==> config.mk <==
export PLATFORM = sky130hd
export DESIGN_NAME = mem_stage_ctrl
export DESIGN_NICKNAME = d
export VERILOG_FILES = /design/src/rtl/mem_stage_ctrl.sv
export SDC_FILE = /design/constraint.sdc
export NUM_CORES = 1
export LEC_CHECK = 0
export CAP_MARGIN = 20
export CORE_MARGIN = 8
export CORE_UTILIZATION = 46
export CTS_CLUSTER_SIZE = 10
export DETAILED_ROUTE_END_ITERATION = 6
export HOLD_SLACK_MARGIN = 0.15
export PLACE_DENSITY = 0.86
export REMOVE_ABC_BUFFERS = 1
export SLEW_MARGIN = 25
export SYNTH_ARGS = -nofsm -noshare
export SYNTH_HDL_FRONTEND = slang
export SYNTH_SLANG_ARGS = --single-unit
==> constraint.sdc <==
create_clock -name clock -period 4.55 [get_ports clock]
set_clock_uncertainty 0.2 [all_clocks]
set_input_delay 0.91 -clock clock [delete_from_list [all_inputs] [get_ports clock]]
set_output_delay 0.91 -clock clock [all_outputs]
set_load 0.02 [all_outputs]
==> src/rtl/mem_stage_ctrl.sv <==
// Memory-stage controller: issues req/ack data-memory transactions from X/M and registers results to M/W.
// Latency: 1 cycle for ALU ops and faults, 2+ cycles for lw/sw (issue edge plus ack or timeout edge).
// Backpressure: stall_m freezes X/M and earlier stages while a memory access is still outstanding.
module mem_stage_ctrl #(
    parameter int unsigned ADDR_W      = 12,
    parameter int unsigned TIMEOUT     = 15,
    parameter logic [31:0] EXC_ADDR    = 32'd7,
    parameter logic [31:0] EXC_TIMEOUT = 32'd6
) (
    input  logic              clock,
    input  logic              clrn,
    input  logic [31:0]       exec_out_xm,
    input  logic [31:0]       rd_out1_xm,
    input  logic [4:0]        rd_xm,
    input  logic              regwrite_xm,
    input  logic              isLw_xm,
    input  logic              isSw_xm,
    input  logic              exception_xm,
    output logic              dmem_req,
    output logic              dmem_we,
    output logic [ADDR_W-1:0] dmem_addr,
    output logic [31:0]       dmem_wdata,
    input  logic              dmem_ack,
    input  logic [31:0]       dmem_rdata,
    output logic              stall_m,
    output logic [31:0]       data_mw,
    output logic [4:0]        rd_mw,
    output logic              wren_mw,
    output logic              exception_mw
);

    localparam int unsigned      CNT_W    = $clog2(TIMEOUT + 1);
    localparam logic [CNT_W-1:0] CNT_LAST = CNT_W'(TIMEOUT - 1);
    localparam logic [4:0]       EXC_RD   = 5'd30;

    typedef enum logic {IDLE, ACCESS} state_t;

    state_t              state_q, state_d;
    logic [CNT_W-1:0]    cnt_q, cnt_d;
    logic [4:0]          rd_lat_q, rd_lat_d;
    logic                dmem_req_q, dmem_req_d;
    logic                dmem_we_q, dmem_we_d;
    logic [ADDR_W-1:0]   dmem_addr_q, dmem_addr_d;
    logic [31:0]         dmem_wdata_q, dmem_wdata_d;
    logic [31:0]         data_mw_q, data_mw_d;
    logic [4:0]          rd_mw_q, rd_mw_d;
    logic                wren_mw_q, wren_mw_d;
    logic                exception_mw_q, exception_mw_d;

    logic memop;
    logic oor;
    logic timeout_hit;

    assign memop       = (isLw_xm | isSw_xm) & ~exception_xm;
    assign oor         = |exec_out_xm[31:ADDR_W];
    assign timeout_hit = (cnt_q == CNT_LAST);

    // Gated by clrn so the pipeline is released the moment reset asserts.
    assign stall_m = clrn & (((state_q == IDLE) & memop & ~oor) |
                             ((state_q == ACCESS) & ~dmem_ack & ~timeout_hit));

    always_comb begin
        state_d        = state_q;
        cnt_d          = cnt_q;
        rd_lat_d       = rd_lat_q;
        dmem_req_d     = dmem_req_q;
        dmem_we_d      = dmem_we_q;
        dmem_addr_d    = dmem_addr_q;
        dmem_wdata_d   = dmem_wdata_q;
        data_mw_d      = data_mw_q;
        rd_mw_d        = rd_mw_q;
        wren_mw_d      = wren_mw_q;
        exception_mw_d = exception_mw_q;
        case (state_q)
            IDLE: begin
                if (memop && !oor) begin
                    state_d      = ACCESS;
                    cnt_d        = '0;
                    rd_lat_d     = rd_xm;
                    dmem_req_d   = 1'b1;
                    dmem_we_d    = isSw_xm;
                    dmem_addr_d  = exec_out_xm[ADDR_W-1:0];
                    dmem_wdata_d = rd_out1_xm;
                    wren_mw_d    = 1'b0;
                end else if (memop) begin
                    data_mw_d      = EXC_ADDR;
                    rd_mw_d        = EXC_RD;
                    wren_mw_d      = 1'b1;
                    exception_mw_d = 1'b1;
                end else begin
                    data_mw_d      = exec_out_xm;
                    rd_mw_d        = rd_xm;
                    wren_mw_d      = regwrite_xm;
                    exception_mw_d = exception_xm;
                end
            end
            ACCESS: begin
                if (dmem_ack) begin
                    state_d        = IDLE;
                    dmem_req_d     = 1'b0;
                    rd_mw_d        = rd_lat_q;
                    exception_mw_d = 1'b0;
                    // X/M is still frozen on the store, so exec_out_xm is its address.
                    if (dmem_we_q) begin
                        data_mw_d = exec_out_xm;
                        wren_mw_d = 1'b0;
                    end else begin
                        data_mw_d = dmem_rdata;
                        wren_mw_d = 1'b1;
                    end
                end else if (timeout_hit) begin
                    state_d        = IDLE;
                    dmem_req_d     = 1'b0;
                    data_mw_d      = EXC_TIMEOUT;
                    rd_mw_d        = EXC_RD;
                    wren_mw_d      = 1'b1;
                    exception_mw_d = 1'b1;
                end else begin
                    cnt_d = cnt_q + 1'b1;
                end
            end
        endcase
    end

    always_ff @(posedge clock or negedge clrn) begin
        if (!clrn) begin
            state_q        <= IDLE;
            cnt_q          <= '0;
            rd_lat_q       <= '0;
            dmem_req_q     <= 1'b0;
            dmem_we_q      <= 1'b0;
            dmem_addr_q    <= '0;
            dmem_wdata_q   <= '0;
            data_mw_q      <= '0;
            rd_mw_q        <= '0;
            wren_mw_q      <= 1'b0;
            exception_mw_q <= 1'b0;
        end else begin
            state_q        <= state_d;
            cnt_q          <= cnt_d;
            rd_lat_q       <= rd_lat_d;
            dmem_req_q     <= dmem_req_d;
            dmem_we_q      <= dmem_we_d;
            dmem_addr_q    <= dmem_addr_d;
            dmem_wdata_q   <= dmem_wdata_d;
            data_mw_q      <= data_mw_d;
            rd_mw_q        <= rd_mw_d;
            wren_mw_q      <= wren_mw_d;
            exception_mw_q <= exception_mw_d;
        end
    end

    assign dmem_req     = dmem_req_q;
    assign dmem_we      = dmem_we_q;
    assign dmem_addr    = dmem_addr_q;
    assign dmem_wdata   = dmem_wdata_q;
    assign data_mw      = data_mw_q;
    assign rd_mw        = rd_mw_q;
    assign wren_mw      = wren_mw_q;
    assign exception_mw = exception_mw_q;

endmodule

[After elaboration in Yosys (flattened, before gate mapping)]
Cells that the tools add are included.
Word-level totals
  flip-flop bits (word level): 95
  input bits: 108
  output and inout port bits: 86
  word-level logic and storage cells: 71
Operators by class
  add/sub/neg operators: 1
  equal/unequal tests: 6
  multiplexer cells: 33
  bitwise gates (word level): 13
  reductions and logical operators: 7
Operators with widths (number)
  32-bit 2-to-1 mux: 5
  32-bit one-hot mux with 2 select lines: 1
  5-bit 2-to-1 mux: 4
  20-bit OR reduction: 1
  1-bit 2-to-1 mux: 14
  4-bit 2-to-1 mux: 3
  5-bit one-hot mux with 2 select lines: 1
  1-bit one-hot mux with 2 select lines: 4
  4-bit one-hot mux with 2 select lines: 1
  1-bit bitwise AND: 6
  2-bit != test, second input constant: 3
  2-bit AND reduction: 3
  1-bit NOT: 5
  4-bit by 1-bit adder with 4-bit output, second input constant: 1
  4-bit == test, second input constant: 1
  3-bit by 2-bit != test with 1-bit output, second input constant: 1
  3-bit AND reduction: 1
  2-bit by 1-bit != test with 1-bit output, second input constant: 1
  1-bit OR: 2
  1-bit logical AND: 1
  1-bit logical NOT: 1

[Logic depth before layout (Yosys ltp)]
  word-level depth: 6
  gate-level depth with buffers: 8
  gate-level depth less buffers: 6

[Worst setup path before layout]
Ideal clock, no wire load.
  path type: input -> output
  start point: input port exec_out_xm[14]
  end point: output port stall_m
  arrival time: 2.131 ns
  data required time: 3.440 ns
  slack: 1.309 ns
  cell stages on the path: 5
  cells stage by stage: nor4_2 -> nand3b_2 -> o31a_1 -> clkbuf_1 -> nor2_1
On the way
  longest elaborated chain between the ends: 5
RTL lines
  start, declared: RTL line 12  | input logic [31:0] exec_out_xm,
  20-bit OR reduction: RTL line 55  | assign oor = |exec_out_xm[31:ADDR_W];
  1-bit NOT: RTL line 59  | assign stall_m = clrn & (((state_q == IDLE) & memop & ~oor) |
  1-bit bitwise AND: RTL line 59
  1-bit OR: RTL line 59
  1-bit bitwise AND: RTL line 59
  end, declared: RTL line 25  | output logic stall_m,
No other way between the ends.

[Worst setup path in the final report]
  start point: input port exec_out_xm[30]
  end point: output port stall_m
The elaborated chain is that of the path after synthesis.

==> impl_metrics.toml <==
[run_status]
outcome = "completed"

[cells_and_area]
drive_above_1_share_pct = 12.8
antennaDiodeCount = 0
final_nets = 674
seqCellArea_um2 = 2380
fillerInstances = 715
final_common_cell = "clkdlybuf4s50_1"
multiInputGateArea_um2 = 2030
final_cell_mix = "clkdlybuf4s50_1, dfrtp_1, nand2_1, mux2_2"
syn2layout_area_growth_pct = 49.0

[route]
drc_errors = 0
viasPerCell = 5.68
wirelength_mm = 14.3
routedWlPerCell_um = 20.4
first_pass_iters = 5
final_antenna_net_count = 0
via_count = 3987
drt_iter0_drc = 227

[clocking]
clkSinkCount = 95
clock_latency_ps = 360
cts_tree = "done"
numCtsBuffers = 9
cts-hold-fix-buffers = 0
root_buffer = "clkbuf_8"
post-cts-setup-buffers = 0
clk_pin_slew_worst_paths_ps = 90
max-clock-path-buffers = 2
cts_resized = 0
htree_levels = 3

[setup_path]
crit_type = "in -> out"
path_max_fanout = 6
crit_path_end_kind = "output port"
critPathArrivalTime_ps = 3040
r2r_setup_slack_ps = 1950
worstPathRequired_ps = 3440
crit_path_start_kind = "input port"

[synth]
yosys.area_share.simple_pct = 7.86
synth_adder_area_share_pct = 0.550
synth_area_um2 = 4550
ys_ff_latch = 95
ys_seq_area_share_pct = 52.2
ys_types = 40
synth_xor_area_share_pct = 0.385
muxShareOfSynthArea_pct = 19.6
synth_top_family_by_area = "multiplexers"
synth_cells = 382
synth.yosys.warnings = 0
synth_compound_area_share_pct = 16.0
synth_area_per_cell_um2 = 11.9

[global_routing]
grt_max_degree = 68
first_global_vias = 4234
track_usage_pct = 22.0
antenna_found_initial = 0
grt-ovfl-total = 0
grt_pass1_wl_mm = 22.8

[floorplan]
io_pins = 194
initial_core_util_pct = 47.0
placementRows = 36
dieHeight_um = 115
die_area_um2 = 13300
die_x_um = 115
core_area_um2 = 9680

[sta]
rsz0062_at_grt = "false"
setup_viol = 0
maxSlewViolCount = 0
fmax_mhz = 241
min_period_ps = 4150
hold-worst-slack_ps = 299
tns_ps = 0
tightest_slew_ps = 676
hold_viol = 0
max-slew-margin-rel_pct = 55.0
finalCritPeriodShare_pct = 91.2

[power]
leakage_nw = 2.91
p_per_area_nw_per_um2 = 290
design_power_total_w = 0.00197
ir_worst_vdd_uv = 149

[run]
maxCapViolations = 0

[worst_hold_path]
hp-class = "reg -> reg"

[place]
dp_hpwl_mm = 10.4
port_buffers = 193
gp_congestion = 0.789
area by class of cell:
cell class,instances,area share [%]
tap,133,2.45
clock inverter,6,1.01
clock buffer,10,1.88
multi-input combinational,252,29.9
timing repair buffer,202,29.4
sequential,95,35.1
inverter,4,0.221
worst paths after layout:
check                                    startpoint                   endpoint  depth (start not counted)
setup / recovery                    exec_out_xm[30]                    stall_m                          6
hold / removal             dmem_addr[2]$_DFFE_PN0P_   dmem_addr[2]$_DFFE_PN0P_                          1
setup reg to reg                  state_q$_DFF_PN0_  dmem_addr[11]$_DFFE_PN0P_                          4
hold reg to reg            dmem_addr[2]$_DFFE_PN0P_   dmem_addr[2]$_DFFE_PN0P_                          1
max in group asynchronous                      clrn        dmem_we$_DFFE_PN0P_                          3
min in group asynchronous                      clrn    data_mw[12]$_DFFE_PN0P_                          2
registers in the layout, summed over array words and instances (netlist names):
name          cells
cnt_q             4
wren_mw           1
data_mw          32
dmem_we           1
dmem_addr        12
rd_lat_q          5
dmem_req          1
dmem_wdata       32
rd_mw             5
exception_mw      1
state_q           1
through the flow:
step	cells	worst slack [ps]	area (µm²)	util, %
floorplan	351	162	4410	-
global placement	686	388	6580	68.0
detailed placement	686	410	6590	68.0
CTS	702	402	6780	70.0
global route	702	265	6780	70.0
finish	702	401	6780	70.0
synthesized netlist by cell type (all sizes together):
cell / instances / area, µm²
o22a: 1 / 8.76
nor4: 6 / 43.8
nand4b: 1 / 8.76
buf: 13 / 72.6
and2: 3 / 18.8
nor2: 9 / 33.8
a311oi: 2 / 17.5
nand3: 3 / 15.0
nor4b: 2 / 17.5
nor3: 1 / 10.0
or3: 3 / 18.8
a22o: 2 / 17.5
dfrtp: 95 / 2380
mux2: 50 / 601
o32a: 1 / 10.0
o21a: 1 / 7.51
nand3b: 1 / 11.3
and3: 1 / 6.26
a2bb2oi: 1 / 8.76
a21oi: 5 / 25.0
a22oi: 6 / 45.0
o211ai: 5 / 37.5
o22ai: 29 / 181
o32ai: 2 / 17.5
nand2: 43 / 161
a221o: 29 / 290
o21ai: 7 / 35.0
nand2b: 2 / 12.5
xnor2: 2 / 17.5
inv: 4 / 15.0
o21bai: 1 / 7.51
o31a: 2 / 17.5
mux2i: 29 / 290
clkbuf: 18 / 67.6
ha: 2 / 25.0
where the power goes:
group | switching, W | total [W] | internal [W]
combinational | 0.000217 | 0.000457 | 0.000240
clock | 0.000307 | 0.000566 | 0.000259
sequential | 0.0000477 | 0.000946 | 0.000898
logic make-up after synthesis:
kind of cell | after synthesis
AO/OA/AOI/OAI | 94
flip-flops | 95
AND/OR/NAND/NOR | 75
multiplexers | 79
adder cells (fa/ha/maj) | 2
XOR/XNOR | 2
buffers and inverters | 35
critical path: stages:
cell and delay (ps):
clkdlybuf4s50_1 460, nor4_1 300, nand2_1 250, o31a_1 370, nor2_1 130, clkdlybuf4s50_1 620
per-layer routing:
layer  vias to the layer above  wire (µm)  global-route usage (%)
li1                       1805          -                       -
met1                      2013       5300                    24.1
met2                       155       7480                    37.8
met3                        14       1370                    8.75
met4                         0        194                    8.14
met5                         -          0                       0
Power figures use the tool's default switching activity.
